<file path="src/rtl/m16_frame_sequencer_if.sv">
// Filler-side bus and captured word stream of the M16 frame sequencer.
// The sequencer is the master: it drives the strobe, the pointer and the captured stream.
interface m16_frame_sequencer_if;
    logic        bufGetWord;
    logic [10:0] bufRdPointer;
    logic [11:0] dataWordIn;
    logic        frameStart;
    logic [11:0] wordOut;
    logic        wordValid;

    modport master (
        output bufGetWord, bufRdPointer, frameStart, wordOut, wordValid,
        input  dataWordIn
    );

    modport slave (
        input  bufGetWord, bufRdPointer, frameStart, wordOut, wordValid,
        output dataWordIn
    );
endinterface

</file>
<file path="src/rtl/m16_frame_sequencer.sv">
// M16 frame sequencer: paces word strobes to the filler, walks the read pointer
// through each frame, counts groups and frames, and re-times the returned words.
module m16_frame_sequencer #(
    parameter int WORD_DIV    = 16,
    parameter int FRAME_WORDS = 2048,
    parameter int NUM_GRP     = 31
) (
    input  logic                  clk,
    input  logic                  reset,
    input  logic                  enable,
    m16_frame_sequencer_if.master bus,
    output logic [4:0]            numGrp,
    output logic [15:0]           frameCnt,
    output logic                  busy
);

    localparam logic [7:0]  DIV_LAST = 8'(WORD_DIV - 1);
    localparam logic [10:0] PTR_LAST = 11'(FRAME_WORDS - 1);
    localparam logic [4:0]  GRP_LAST = 5'(NUM_GRP);

    typedef enum logic [1:0] {
        IDLE,
        RUN,
        STOPPING
    } stateT;

    stateT       state;
    stateT       stateNext;
    logic [7:0]  divCnt;
    logic [10:0] rdPointer;
    logic        getWord;
    logic        frameStartReg;
    logic        capPending;
    logic        wordValidReg;
    logic [11:0] wordOutReg;
    logic        start;
    logic        wrap;
    logic        advanceGrp;
    logic        divLast;

    always_ff @(posedge clk) begin
        if (!reset) begin
            state <= IDLE;
        end else begin
            state <= stateNext;
        end
    end

    // A stop only takes effect at the edge that retires the strobe for the last word.
    always_comb begin
        stateNext  = state;
        start      = 1'b0;
        advanceGrp = 1'b0;
        wrap       = getWord && (rdPointer == PTR_LAST);
        divLast    = (state != IDLE) && (divCnt == DIV_LAST);
        case (state)
            IDLE: begin
                if (enable) begin
                    stateNext  = RUN;
                    start      = 1'b1;
                    advanceGrp = 1'b1;
                end
            end
            RUN: begin
                advanceGrp = wrap;
                if (!enable) begin
                    stateNext = STOPPING;
                end
            end
            STOPPING: begin
                if (enable) begin
                    stateNext  = RUN;
                    advanceGrp = wrap;
                end else if (wrap) begin
                    stateNext = IDLE;
                end
            end
            default: begin
                stateNext = IDLE;
            end
        endcase
    end

    // The filler latches its word on the strobe edge; we take it one cycle later.
    always_ff @(posedge clk) begin
        if (!reset) begin
            divCnt        <= '0;
            rdPointer     <= '0;
            getWord       <= 1'b0;
            frameStartReg <= 1'b0;
            capPending    <= 1'b0;
            wordValidReg  <= 1'b0;
            wordOutReg    <= '0;
            numGrp        <= '0;
            frameCnt      <= '0;
        end else begin
            if (state == IDLE || divLast) begin
                divCnt <= '0;
            end else begin
                divCnt <= divCnt + 8'd1;
            end

            getWord       <= divLast;
            frameStartReg <= divLast && (rdPointer == 11'd0);

            if (start || wrap) begin
                rdPointer <= '0;
            end else if (getWord) begin
                rdPointer <= rdPointer + 11'd1;
            end

            if (wrap) begin
                frameCnt <= frameCnt + 16'd1;
            end

            if (advanceGrp) begin
                numGrp <= (numGrp == GRP_LAST) ? 5'd1 : numGrp + 5'd1;
            end

            capPending   <= getWord;
            wordValidReg <= capPending;
            if (capPending) begin
                wordOutReg <= bus.dataWordIn;
            end
        end
    end

    assign bus.bufGetWord   = getWord;
    assign bus.bufRdPointer = rdPointer;
    assign bus.frameStart   = frameStartReg;
    assign bus.wordOut      = wordOutReg;
    assign bus.wordValid    = wordValidReg;
    assign busy             = (state != IDLE);

endmodule

</file>
<file path="src/flat_wrapper.sv">
// flat-port wrapper written by rule: the top's interface ports become plain ports
module m16_frame_sequencer_flat 
#(
    parameter int WORD_DIV    = 16,
    parameter int FRAME_WORDS = 2048,
    parameter int NUM_GRP     = 31
)
  (clk, reset, enable, numGrp, frameCnt, busy, bus_bufGetWord, bus_bufRdPointer, bus_frameStart, bus_wordOut, bus_wordValid, bus_dataWordIn);
  m16_frame_sequencer_if bus_i ();
  input  logic clk;
  input  logic reset;
  input  logic enable;
  output logic [4:0] numGrp;
  output logic [15:0] frameCnt;
  output logic busy;
  output wire logic [$bits(bus_i.bufGetWord)-1:0] bus_bufGetWord;
  output wire logic [$bits(bus_i.bufRdPointer)-1:0] bus_bufRdPointer;
  output wire logic [$bits(bus_i.frameStart)-1:0] bus_frameStart;
  output wire logic [$bits(bus_i.wordOut)-1:0] bus_wordOut;
  output wire logic [$bits(bus_i.wordValid)-1:0] bus_wordValid;
  input wire logic [$bits(bus_i.dataWordIn)-1:0] bus_dataWordIn;
  assign bus_bufGetWord = bus_i.bufGetWord;
  assign bus_bufRdPointer = bus_i.bufRdPointer;
  assign bus_frameStart = bus_i.frameStart;
  assign bus_wordOut = bus_i.wordOut;
  assign bus_wordValid = bus_i.wordValid;
  assign bus_i.dataWordIn = bus_dataWordIn;
  m16_frame_sequencer #(.WORD_DIV(WORD_DIV), .FRAME_WORDS(FRAME_WORDS), .NUM_GRP(NUM_GRP)) u_core (.clk(clk), .reset(reset), .enable(enable), .bus(bus_i), .numGrp(numGrp), .frameCnt(frameCnt), .busy(busy));
endmodule
</file>
<file path="config.mk">
export PLATFORM = sky130hd
export DESIGN_NAME = m16_frame_sequencer_flat
export DESIGN_NICKNAME = d
export VERILOG_FILES = /design/src/rtl/m16_frame_sequencer_if.sv /design/src/rtl/m16_frame_sequencer.sv /design/src/flat_wrapper.sv
export SDC_FILE = /design/constraint.sdc
export NUM_CORES = 1
export LEC_CHECK = 0
export ABC_AREA = 1
export BUFFER_PORTS_ARGS = -buffer_cell sky130_fd_sc_hd__buf_2
export CORE_MARGIN = 2
export CORE_UTILIZATION = 44
export CTS_CLUSTER_DIAMETER = 120
export DETAILED_ROUTE_END_ITERATION = 12
export GPL_TIMING_DRIVEN = 0
export PLACE_DENSITY = 0.77
export SYNTH_ARGS = -nofsm -noshare
export SYNTH_HDL_FRONTEND = slang
export SYNTH_SLANG_ARGS = --single-unit
</file>
<file path="constraint.sdc">
create_clock -name clk -period 4.15 [get_ports clk]
set_clock_uncertainty 0.1 [all_clocks]
set_input_delay 1.245 -clock clk [delete_from_list [all_inputs] [get_ports clk]]
set_output_delay 1.245 -clock clk [all_outputs]
set_load 0.005 [all_outputs]
</file>
Yosys cells after proc, flatten, opt, wreduce, memory -nomap -nowiden

Cells that the tools add are included.

$add $sub $neg: 4
Magnitude comparators: 0
Eq/ne operators: 8
Divide/modulo/power cells: 0
Multipliers: 0
Shifts and indexed selects: 0
Reductions and logical operators: 11
Muxes and demuxes: 10
Bitwise gates (word level): 1

Operators with widths:

| operator                | count |
|---|---|
| $add A16 B1 Y16 const B | 1 |
| $add A11 B1 Y11 const B | 1 |
| $eq A11 B11 Y1 const B  | 1 |
| $logic_not A11 Y1       | 1 |
| $add A8 B1 Y8 const B   | 1 |
| $eq A8 B4 Y1 const B    | 1 |
| $mux W2                 | 4 |
| $pmux W2 S3             | 1 |
| $add A5 B1 Y5 const B   | 1 |
| $eq A5 B5 Y1 const B    | 1 |
| $mux W5                 | 1 |
| $ne A2 B2 Y1 const B    | 2 |
| $reduce_or A2 Y1        | 2 |
| $logic_and A1 B1 Y1     | 3 |
| $mux W1                 | 3 |
| $ne A3 B2 Y1 const B    | 1 |
| $pmux W1 S3             | 1 |
| $reduce_and A3 Y1       | 1 |
| $eq A2 B1 Y1 const B    | 1 |
| $eq A2 B2 Y1 const B    | 1 |
| $logic_not A2 Y1        | 1 |
| $logic_or A1 B1 Y1      | 2 |
| $reduce_bool A2 Y1      | 1 |
| $not A1 Y1              | 1 |

Input bits: 15
Bits in writable memories: 0
Register bits after elaboration: 58
Bits in latches: 0
Memory bits (read-only): 0
Word-level logic and storage cells: 44
Memories kept: 0

Depth between registers and ports, before layout

Depth in word-level cells: 5
Depth in mapped cells: 9

Worst setup path before layout

No wires, ideal clock.

Kind: input-to-reg
From: input enable
To: register u_core.numGrp[0]
Arrival time: 1922 ps
Stages on the path: 5
Path buffers: 0
Data required time: 3933 ps
Path slack: 2011 ps
Library setup time: 117 ps
Path through: inv_1 > a21oi_1 > nand2_4 > nor3_1 > nor2_1

Longest elaborated chain between the ends: 2
Elaborated cells between the ends (all ways): 3
Those cells by class: 3 x mux

RTL lines:

| element                           | RTL line                                             | text |
|---|---|---|
| from (decl)                       | flat_wrapper.sv:12                                   | `input logic enable;` |
| $mux W1, on equally long branches | m16_frame_sequencer.sv:71, m16_frame_sequencer.sv:58 |  |
| $pmux W1 S3 (*)                   | m16_frame_sequencer.sv:56                            | `case (state)` |
| to (signal assigned)              | m16_frame_sequencer.sv:117                           | `numGrp <= (numGrp == GRP_LAST) ? 5'd1 : numGrp + 5'd1;` |
| to (decl)                         | m16_frame_sequencer.sv:12                            | `output logic [4:0] numGrp,` |

Every way passes the cells marked *; elsewhere a longest branch is shown, timed or not.
A chain may end at the register's enable or synchronous reset.

Final worst setup path

From: register u_core.state[0]
To: output busy

Longest elaborated chain between the ends: 1

RTL lines:

| element                | RTL line                   | text |
|---|---|---|
| from (decl)            | m16_frame_sequencer.sv:27  | `stateT state;` |
| from (signal assigned) | m16_frame_sequencer.sv:45  | `state <= stateNext;` |
| $reduce_bool A2 Y1     | m16_frame_sequencer.sv:133 | `assign busy = (state != IDLE);` |
| to (decl)              | flat_wrapper.sv:15         | `output logic busy;` |

Every way passes these cells.

==> impl_metrics.csv <==
group,metric,value,unit
floorplan,die_h,83.1,µm
floorplan,core_area,0.00599,mm²
critical_path,worstPathArrival,1.17,ns
synth,netlist_area,0.00275,mm²
global_routing,grt_max_degree,11,
clock_network,clk_pin_slew_worst_paths,0.06,ns
critical_path,r2r_start,"u_core.bus.bufRdPointer[0]",
placement,placed_area,0.00315,mm²
global_routing,grt_pass1_wl,10.5,mm
finish,antenna_cells,0,
route,postRouteAntennaNets,0,
timing,setup_violations,0,
clock_network,cts.sinks,58,
synth,synthCells,375,
clock_network,cts_tree,"done",
synth,syn-num-nets,396,
floorplan,dieArea,0.00691,mm²
pwr,power_density,370,mW/mm²
floorplan,start_util,0.460,
min_path,min_from,"u_core.divCnt[0]",
clock_network,post_cts_buffers,0,
critical_path,crit_required,2.80,ns
floorplan,die_w,83.1,µm
critical_path,start_kind,"flip-flop",
synth,yosys_warnings,0,
synth,synth_top_family_by_area,"simple AND/OR/NAND/NOR gates",
synth,synth-xor-area-share,0.0159,
route,drt_drc_violations_left,0,
job,drv_cap,0,
clock_network,postCtsHoldBufs,0,
finish,postLayoutCoreUtil,0.568,
finish,drive_above_1_share,0.248,
clock_network,cts_resized,0,
placement,port_buffers,61,
route,drt-pass1-iter-count,5,
timing,setup_tns,0,ns
timing,worstMarginPinSlew,0.545,ns
clock_network,clock-root-buffer,"clkbuf_8",
clock_network,clk_path_buf_depth,2,
global_routing,grt_overflow_total,0,
pwr,vdd_drop_max,0.000295,V
synth,synth_compound_area_frac,0.105,
route,wire_per_inst,11.5,µm
synth,syn_avg_cell_area,7.34,µm²
timing,slew_headroom,0.637,
critical_path,crit_path_end_kind,"output port",
synth,synth.area.mux_share,0,
synth,seq_area_frac_synth,0.422,
finish,design_area,0.00340,mm²
pwr,p_leak,0.00153,µW
global_routing,antenna_found_initial,0,
placement,dp_hpwl,4.46,mm
route,totalWireLength,6.06,mm
route,viasPerCell,4.89,
outcome,status,"complete, no violations",
finish,area_growth,23.6,%
floorplan,pin_count,63,
timing,fmax,397,MHz
global_routing,track_usage,0.185,
route,via_count,2579,
timing,fin_crit_sh,0.607,
global_routing,grt_pass1_vias,2396,
timing,min_period,2.52,ns
finish,nets,468,
critical_path,critPathMaxFanout,3,
clock_network,htree_levels,3,
route,drt_iter0_drc,146,
synth,yosys.area.top_type_share,0.422,
critical_path,crit_path_start,"u_core.state[0]",
critical_path,path_class,"reg2out",
timing,maxSlewViolCount,0,
clock_network,cts-buffers-inserted,9,
min_path,hold_path.class,"reg2reg",
synth,synth-simple-area-share,0.355,
timing,rsz0062_at_grt,"no",
synth,ys_types,32,
placement,gp_congestion,0.826,
synth,yosys_register_bits,58,
timing,hold_viol_final,0,
synth,synth_area_leaders,"dfxtp_1, nor2_1, nand2_1",
floorplan,fp-row-count,28,
clock_network,clkLatencyLatePin,0.34,ns
synth,yosys.area_share.adder,0.0273,
synth,synth_top_area_cell,"dfxtp_1",
-- stage by stage --
| stage | hold slack (ns) | worst slack, ns | power (µW) | instances |
|---|---|---|---|---|
| floorplan | 0.318 | 2.01 | 602 | 375 |
| global placement | 0.333 | 1.78 | 617 | 511 |
| global route | 0.371 | 1.57 | 1300 | 527 |
| finish | 0.351 | 1.63 | 1260 | 527 |
| CTS | 0.351 | 1.65 | 1270 | 527 |
| detailed placement | 0.342 | 1.73 | 619 | 511 |
-- power by group --
part           total [µW]  internal [µW]  switching (µW)
Sequential            563            560            3.21
Combinational        43.0           16.3            26.7
Clock                 654            429             224
Total                1260           1010             254
-- synth_stat cells --
cell type / count
nor3_1: 8
inv_2: 2
xor2_1: 5
clkbuf_1: 4
nand2_2: 8
buf_4: 1
buf_2: 1
nor4_1: 1
o21ai_0: 20
a21oi_2: 4
nand4_2: 1
o21ai_1: 3
a21oi_1: 25
nor3b_1: 3
nand3_4: 2
nor2_2: 3
nand4_1: 7
nand2_1: 63
nor2_4: 4
buf_6: 1
nand3_1: 20
a31oi_1: 1
inv_1: 41
nand3_2: 1
o21a_1: 1
or2_2: 1
dfxtp_1: 58
nand2_4: 3
ha_1: 6
inv_4: 1
nor2_1: 74
nor2_8: 2
-- critical path: stages, from the launching register on --
cell     delay, ns
dfxtp_1       0.32
nor2_1        0.22
inv_1         0.15
buf_2         0.15
-- layout make-up --
cell class	count	area, µm²
inverters	44	168
fillers	571	2590
clock buffers	11	151
flip-flops and latches	58	1160
well taps	75	93.8
repair buffers	61	305
multi-input cells	266	1390
plain buffers	7	38.8
clock inverters	5	100
-- path summary, 6_finish.rpt --
path	slack, ns	cells after the start	to
worst min register to register	0.35	1	u_core.divCnt[0]
worst max-delay path	1.63	3	busy
worst max register to register	2.47	8	u_core.bus.bufRdPointer[8]
worst min-delay path	0.35	1	u_core.divCnt[0]
-- kinds of logic after synthesis --
group / Yosys count
and+or+nand+nor: 201
DFF: 58
AOI/OAI and AO/OA: 54
buffers and inverters: 51
adders and majority gates: 6
xor gates and xnor gates: 5
-- sequential cells by signal, summed over array words and instances, names as in the netlist, 2 cells and up --
signal                   cells
u_core.bus.bufRdPointer     11
u_core.bus.wordOut          12
u_core.divCnt                8
u_core.frameCnt             16
u_core.numGrp                5
u_core.state                 2
-- routing by layer --
metal | wire (µm) | vias up | GRT usage
li1 | - | 1349 | -
met1 | 2800 | 1163 | 0.221
met2 | 2910 | 59 | 0.312
met3 | 266 | 8 | 0.0427
met4 | 91 | 0 | 0.0879
met5 | 0 | - | 0
-- layout by cell type, fill, tap and decap left out, types with 2 or more instances in the layout --
| cell | count |
|---|---|
| nor2_1 | 74 |
| nand2_1 | 63 |
| buf_2 | 62 |
| dfxtp_1 | 58 |
| inv_1 | 41 |
| a21oi_1 | 25 |
| nand3_1 | 20 |
| o21ai_0 | 20 |
| clkbuf_8 | 11 |
| nor3_1 | 8 |
| nand2_2 | 8 |
| nand4_1 | 7 |
| ha_1 | 6 |
| xor2_1 | 5 |
| nor2_4 | 4 |
| clkbuf_1 | 4 |
| a21oi_2 | 4 |
| nor2_2 | 3 |
| nand2_4 | 3 |
| nor3b_1 | 3 |
| o21ai_1 | 3 |
| bufinv_16 | 3 |
| nor2_8 | 2 |
| nand3_4 | 2 |
| inv_2 | 2 |
| clkinv_2 | 2 |
Note: power is estimated with default switching activity, not from simulation.
